<file path="src/rtl/avg_pkg.sv">
// Shared types and default dimensions for the lag-pair averaging frame controller.
package avg_pkg;

  localparam int DEF_FRAME_LEN = 128;
  localparam int DEF_LAG       = 8;
  localparam int DEF_DW        = 8;
  localparam int DEF_IDX_W     = $clog2(DEF_FRAME_LEN);
  localparam int DEF_OUT_CNT   = DEF_FRAME_LEN - DEF_LAG;

  typedef enum logic {
    FILL  = 1'b0,
    DRAIN = 1'b1
  } state_t;

endpackage

</file>
<file path="src/rtl/pair_avg.sv">
// Combinational mean of two samples. Define AVG_ROUND_EN for round-half-up;
// otherwise the result is truncated.
module pair_avg #(
  parameter int DW = 8
) (
  input  logic [DW-1:0] a,
  input  logic [DW-1:0] b,
  output logic [DW-1:0] result
);

  logic [DW:0] sum;

  // One extra bit holds the carry, so the sum never overflows.
  assign sum = {1'b0, a} + {1'b0, b};

`ifdef AVG_ROUND_EN
  // sum[0] is only set when sum[DW:1] is below its maximum, so this cannot wrap.
  assign result = sum[DW:1] + DW'(sum[0]);
`else
  assign result = sum[DW:1];
`endif

endmodule

</file>
<file path="src/rtl/avg_frame_ctrl.sv">
// Frame controller: fills a FRAME_LEN buffer from a valid/ready stream, then drains
// FRAME_LEN-LAG pair averages through a registered output stage. Rounding via AVG_ROUND_EN.
module avg_frame_ctrl
  import avg_pkg::*;
#(
  parameter int FRAME_LEN = DEF_FRAME_LEN,
  parameter int LAG       = DEF_LAG,
  parameter int DW        = DEF_DW
) (
  input  logic          clk,
  input  logic          reset,
  input  logic [DW-1:0] in_data,
  input  logic          in_valid,
  output logic          in_ready,
  output logic [DW-1:0] out,
  output logic          out_valid,
  input  logic          out_ready,
  output logic          frame_done
);

  localparam int IDX_W   = $clog2(FRAME_LEN);
  localparam int OUT_CNT = FRAME_LEN - LAG;

  localparam logic [IDX_W-1:0] LAST_WR = IDX_W'(FRAME_LEN - 1);
  localparam logic [IDX_W-1:0] RD_END  = IDX_W'(OUT_CNT);
  localparam logic [IDX_W-1:0] LAG_IDX = IDX_W'(LAG);

  state_t state;
  state_t next_state;

  logic [IDX_W-1:0] wr_idx;
  logic [IDX_W-1:0] rd_idx;
  logic [IDX_W-1:0] pair_idx;
  logic [DW-1:0]    frame_buf [FRAME_LEN];
  logic [DW-1:0]    avg_res;

  logic accept;
  logic last_accept;
  logic consume;
  logic load;
  logic last_consume;

  // Decoded from state rather than in_ready to keep the handshake free of comb loops.
  assign accept       = in_valid && (state == FILL);
  assign last_accept  = accept && (wr_idx == LAST_WR);
  assign consume      = out_valid && out_ready;
  assign load         = (state == DRAIN) && (rd_idx != RD_END) && (!out_valid || out_ready);
  assign last_consume = (state == DRAIN) && consume && (rd_idx == RD_END);

  // Power-of-two frame length makes the modular wrap harmless once rd_idx reaches RD_END.
  assign pair_idx = rd_idx + LAG_IDX;

  always_ff @(posedge clk or negedge reset) begin
    if (!reset) begin
      state <= FILL;
    end else begin
      state <= next_state;
    end
  end

  always_comb begin
    // NOTE: every output of a combinational block gets a default first so no latch is inferred.
    next_state = state;
    in_ready   = 1'b0;
    unique case (state)
      FILL: begin
        in_ready = 1'b1;
        if (last_accept) next_state = DRAIN;
      end
      DRAIN: begin
        if (last_consume) next_state = FILL;
      end
      default: next_state = FILL;
    endcase
  end

  always_ff @(posedge clk or negedge reset) begin
    if (!reset) begin
      wr_idx <= '0;
    end else if (accept) begin
      wr_idx <= wr_idx + 1'b1;
    end
  end

  // NOTE: the frame buffer has no reset; every entry read in a frame was written earlier in it.
  always_ff @(posedge clk) begin
    if (accept) begin
      frame_buf[wr_idx] <= in_data;
    end
  end

  pair_avg #(
    .DW(DW)
  ) u_pair_avg (
    .a      (frame_buf[rd_idx]),
    .b      (frame_buf[pair_idx]),
    .result (avg_res)
  );

  always_ff @(posedge clk or negedge reset) begin
    if (!reset) begin
      out        <= '0;
      out_valid  <= 1'b0;
      rd_idx     <= '0;
      frame_done <= 1'b0;
    end else begin
      frame_done <= last_consume;
      if (load) begin
        out       <= avg_res;
        out_valid <= 1'b1;
        rd_idx    <= rd_idx + 1'b1;
      end else if (consume) begin
        out_valid <= 1'b0;
        if (last_consume) rd_idx <= '0;
      end
    end
  end

endmodule

</file>
<file path="config.mk">
export PLATFORM = sky130hd
export DESIGN_NAME = avg_frame_ctrl
export DESIGN_NICKNAME = d
export VERILOG_FILES = /design/src/rtl/avg_pkg.sv /design/src/rtl/pair_avg.sv /design/src/rtl/avg_frame_ctrl.sv
export SDC_FILE = /design/constraint.sdc
export NUM_CORES = 1
export LEC_CHECK = 0
export ABC_AREA = 1
export BUFFER_PORTS_ARGS = -buffer_cell sky130_fd_sc_hd__buf_2
export CAP_MARGIN = 10
export CORE_MARGIN = 3
export CORE_UTILIZATION = 40
export CTS_BUF_LIST = sky130_fd_sc_hd__clkbuf_16
export DETAILED_ROUTE_END_ITERATION = 12
export SLEW_MARGIN = 20
export SYNTH_ARGS = -nofsm -noshare
export SYNTH_HDL_FRONTEND = slang
export SYNTH_SLANG_ARGS = --single-unit
</file>
<file path="constraint.sdc">
create_clock -name clk -period 4.1 [get_ports clk]
set_input_delay 0.615 -clock clk [delete_from_list [all_inputs] [get_ports clk]]
set_output_delay 0.615 -clock clk [all_outputs]
set_load 0.005 [all_outputs]
</file>
## Word-level counts from Yosys, hierarchy flattened

Memories as Yosys holds them, arrays and structs flattened.
Index checks and enable logic that the tools add are counted.

- Bits in writable memories: 1,024
- Memories: 1
- Logic and storage cells: 38
- Output and inout bits: 11
- Input bits: 12
- Register bits after elaboration: 25

Memories:

| name | depth | bits a word | rd ports | clocked after memory_dff | wr ports | RTL line | source |
|---|---|---|---|---|---|---|---|
| frame_buf | 128 | 8 | 2 | 0 | 1 | avg_frame_ctrl.sv:34 | `logic [DW-1:0] frame_buf [FRAME_LEN];` |

- Bitwise logic cells: 1
- Mux-type cells: 11
- Add/sub/neg operators: 4
- Equal/unequal tests: 3
- Reductions and logical operators: 12

Operators by type and width:

| operator | count |
|---|---|
| $mux 7 | 3 |
| $add 7x1->7 const B | 2 |
| $eq 7x7->1 const B | 2 |
| $add 8x8->9 | 1 |
| $add 7x4->7 const B | 1 |
| $logic_and 1x1->1 | 7 |
| $mux 1 | 7 |
| $ne 7x7->1 const B | 1 |
| $reduce_bool 2->1 | 2 |
| $pmux 1 s2 | 1 |
| $reduce_and 2->1 | 1 |
| $logic_not 1->1 | 1 |
| $logic_or 1x1->1 | 1 |
| $not 1->1 | 1 |

## Logic depth before layout (Yosys ltp)

- Depth after elaboration: 6
- Gate-level depth with buffers: 26
- Gate-level depth less buffers: 24

## By module

Synthesis repeated with hierarchy kept, for this count alone.

- Cell total of the unflattened synthesis: 4,937
- Area, all modules: 47,473.0 µm²

Modules (own cells, without submodules):

| module | area an instance (µm²) | times used | cells an instance | sequential area each (µm²) |
|---|---|---|---|---|
| avg_frame_ctrl | 47,134.0 | 1 | 4,876 | 31,375.1 |
| pair_avg | 339.1 | 1 | 61 | 0.0 |

## Worst setup path before layout

No wires, ideal clock.

- Path kind: reg2reg
- From: reg rd_idx[0]
- To: reg out[7]
- Required time: 3.974 ns
- Path slack: 1.017 ns
- Buffers on the path: 5
- Arrival: 2.957 ns
- Library setup time: 0.126 ns
- Stages on the path, launching flop included: 23
- Clock period less this slack: 3.083 ns
- Cell sequence: dfrtp_1 buf_6 buf_6 buf_6 buf_6 buf_2 o21ai_0 o221ai_1 o21ai_1 nand2_1 o21ai_1 o22ai_1 o21ai_1 o41ai_2 fa_1 nand3_1 nand2_1 a21oi_1 o21ai_0 inv_1 nor2_1 o21ai_0 a2bb2oi_1

- Word-level cells in the longest chain between the ends: 3
- Elaborated cells between the ends (all ways): 6
- Those cells by class: add/sub (2); eq/ne (1); reduce/logical (2); memory (1)

RTL lines:

| element | RTL line | source |
|---|---|---|
| start: declaration | avg_frame_ctrl.sv:32 | `logic [IDX_W-1:0] rd_idx;` |
| start signal: assignment | avg_frame_ctrl.sv:111 | `rd_idx <= rd_idx + 1'b1;` |
| $add 7x4->7 or $ne 7x7->1 (tied branches) | avg_frame_ctrl.sv:51, avg_frame_ctrl.sv:47 |  |
| $mem_v2 128x8 or $logic_and 1x1->1 (tied branches) | n/a |  |
| $add 8x8->9 or $logic_and 1x1->1 (tied branches) | pair_avg.sv:14, avg_frame_ctrl.sv:47 |  |
| end signal: assignment | avg_frame_ctrl.sv:109 | `out <= avg_res;` |
| end: declaration | avg_frame_ctrl.sv:15 | `output logic [DW-1:0] out,` |

Several ways; a longest one is shown, not always the timed one.
A chain may end at the register's enable or synchronous reset.

## Worst setup path after layout

- From: reg rd_idx[1]
- To: reg out[7]

Same word-level chain as after synthesis.

==> results.py <==
metrics = {
    "cts": {
        "cts_tree": "yes",
        "clk_pin_slew_ns": 0.06,
        "root_buffer": "clkbuf_16",
        "clock_latency_ns": 0.71,
        "cts_buffer_depth": 3,
        "cts_sinks": 1049,
        "cts-htree-levels": 3,
        "cts_made_buffers": 107,
    },
    "placement": {
        "gp_congestion": 0.945,
        "dp_slack_ns": 0.326,
        "dp_hpwl_mm": 75.7,
        "io_buffers": 22,
    },
    "logic_synthesis": {
        "async_flop_share": 0.0238,
        "synthCells": 3767,
        "syn_nets": 3791,
        "yosys_register_bits": 1049,
        "ys.flop_type": "edfxtp_1",
        "synthDistinctLibCells": 43,
        "synth-seq-area-share": 0.711,
        "yosysTopAreaCell": "edfxtp_1",
        "yosys-top-cells-area": "edfxtp_1 (70%), nor2_1 (5.9%), o21ai_0 (5.6%)",
        "syn_avg_cell_area_um2": 11.7,
        "syn_area_um2": 44100,
        "synth_top_cell_area_share": 0.697,
        "synth_edf_count": 1024,
        "yosysWarnings": 0,
    },
    "power_and_ir_drop": {
        "pwr-share-comb": 0.426,
        "pwr_density_cell_nw_per_um2": 748,
        "p_clk_frac": 0.250,
        "p_leak_nw": 17.0,
        "pwr-share-seq": 0.325,
        "p_int_mw": 22.2,
        "switching_power_mw": 15.2,
        "vdd_drop_max_v": 0.000490,
        "switching_share": 0.406,
    },
    "global_routing": {
        "grt_pass1_wl_mm": 182,
        "grt_max_degree": 129,
        "track_usage": 0.209,
        "grt_overflow_total": 0,
        "grt_pass1_vias": 27268,
        "antenna_found_initial": 0,
    },
    "setup_path": {
        "cp_max_fo": 32,
        "setup.worst_path.start_class": "flop",
        "required_ns": 4.72,
        "arrival_ns": 4.43,
        "critical_path_class": "reg -> reg",
        "end_kind": "flop",
    },
    "die": {
        "ios": 23,
        "fp-row-count": 121,
        "die_area_um2": 114000,
        "die_height_um": 338,
        "die_x_um": 338,
        "core-area_um2": 109000,
        "start_util": 0.404,
    },
    "sta": {
        "drv_slew": 0,
        "fin_crit_sh": 0.930,
        "timing.fmax_ghz": 0.262,
        "rsz0062_at_grt": "false",
        "max_slew_margin": 0.267,
        "fin_worst_skew_ns": 0.0339,
        "tns_ns": 0,
        "worst_pin_slew_ns": 1.10,
        "final.min_clock_period_ns": 3.81,
        "fin_ws_ns": 0.287,
        "hold_violations": 0,
        "setup_viol": 0,
    },
    "hold_path": {
        "hold_class": "in -> reg",
    },
    "layout": {
        "insertedDiodeCount": 0,
        "syn_to_final_growth_pct": 13.1,
        "register_area_um2": 31400,
        "nFillCells": 9771,
        "multi_input_area_um2": 10800,
        "drive_above_1_share": 0.0862,
        "fin_nets": 3826,
    },
    "route": {
        "wirelength_mm": 124,
        "route.detailed.wl_per_inst_um": 23.0,
        "drt-initial-drc-count": 3351,
        "post-route-drc-count": 0,
        "first_pass_iters": 6,
        "vias_per_cell": 5.52,
        "vias": 29584,
        "ant_nets": 0,
    },
    "run": {
        "cap_violations": 0,
    },
    "run_status": {
        "status": "finished, final reports clean",
    },
}
[cells in the mapped netlist (27+ instances only)]
cell	number
buf_4	31
clkbuf_1	94
nand2_1	503
buf_2	82
o221ai_1	31
o22ai_1	203
nand3_1	159
nor2_1	696
a21oi_1	41
edfxtp_1	1024
inv_1	133
a31oi_1	27
o21ai_0	492
o21ai_1	96
[critical path: stages, from the launching register on]
cell       delay, ns
dfrtp_4         0.57
clkinv_8        0.26
buf_12          0.25
o21ai_1         0.08
o22ai_1         0.08
nand2_1         0.11
nand2_1         0.14
o21ai_0         0.62
o21ai_0         0.19
o211ai_1        0.29
nand2_1         0.12
ha_1            0.32
inv_1           0.08
o21ai_1         0.18
inv_1           0.06
nor2_1          0.12
o21ai_0         0.10
a2bb2oi_1       0.13
[placed cells by master (no fill, tap or decap), types with 11 or more instances in the layout]
cell type  Yosys  final
clkinv_2       0     15
nand3_1      159    159
buf_4         31    117
nand2_1      503    503
o21ai_0      492    491
clkinv_1       2     29
o221ai_1      31     31
a21oi_1       41     41
clkbuf_16      0    111
o21ai_1       96     97
dfrtp_1       25     21
o211ai_1      13     13
buf_2         82     14
nor2_1       696    696
ha_1          11     11
inv_1        133    158
o22ai_1      203    203
a31oi_1       27     27
buf_12         0     37
edfxtp_1    1024   1024
[cells by family (layout without fill, tap and decap cells)]
logic type	Yosys count	in the layout	share of synthesized area
simple gates	1373	1373	0.122
flops	1049	1049	0.711
compound gates	920	920	0.116
buf+inv	393	514	0.0433
fa+ha+maj	12	12	0.00357
xor+xnor	12	12	0.00238
mux	8	8	0.00182
[sequential cells by signal (all words and copies together) (netlist names)]
register,cells
frame_buf,1024
out,8
rd_idx,7
wr_idx,7
frame_done,1
out_valid,1
state,1
[final cells by class]
cell class,instances,area share
Clock buffer,107,0.0536
Clock inverter,88,0.0131
Inverter,140,0.0114
Multi-Input combinational cell,2325,0.217
Sequential cell,1049,0.629
Tap cell,1476,0.0370
Timing Repair Buffer,179,0.0390
[power groups by stage]
stage / clock (mW) / sequential (mW) / combinational, mW
after CTS: 9.45 / 12.1 / 15.5
after detailed placement: 0 / 12.3 / 15.4
after floorplan: 0 / 12.2 / 9.66
after global routing: 9.90 / 12.1 / 17.2
after global placement: 0 / 12.3 / 15.4
final: 9.33 / 12.1 / 15.9
[final timing paths]
path	from	to	slack [ns]	cells past startpoint
setup / recovery	rd_idx[1]	out[7]	0.29	17
hold / removal	out_ready	out_valid	0.25	4
setup reg to reg	rd_idx[1]	out[7]	0.29	17
max in group asynchronous	reset	rd_idx[1]	3.02	2
hold reg to reg	out[3]	out[3]	0.48	2
min in group asynchronous	reset	frame_done	0.50	2
[through the flow]
step	utilization	total power [mW]	area [µm²]	cells	hold WS [ns]
2_1_floorplan	-	21.9	44100	3767	0.319
3_3_place_gp	0.425	27.7	46400	5163	0.460
3_5_place_dp	0.425	27.8	46400	5163	0.478
4_1_cts	0.456	37.0	49800	5359	0.205
5_1_grt	0.457	39.3	49900	5364	0.253
6_report	0.457	37.4	49900	5364	0.250
[routing by layer]
metal / track usage / up-vias / part of all wire
met5: 0 / - / 0
met4: 0.0569 / 0 / 0.024
met3: 0.0271 / 148 / 0.070
met2: 0.329 / 1144 / 0.46
met1: 0.305 / 14668 / 0.44
li1: - / 13624 / -
[what timing repair did]
item / CTS / global route
hold endpoints to repair: 25 / 0
hold buffers: 1 / 0
setup endpoints to repair: 0 / 1
resized for setup: 0 / 10
setup buffers: 0 / 1
(Power assumes the default switching activity.)
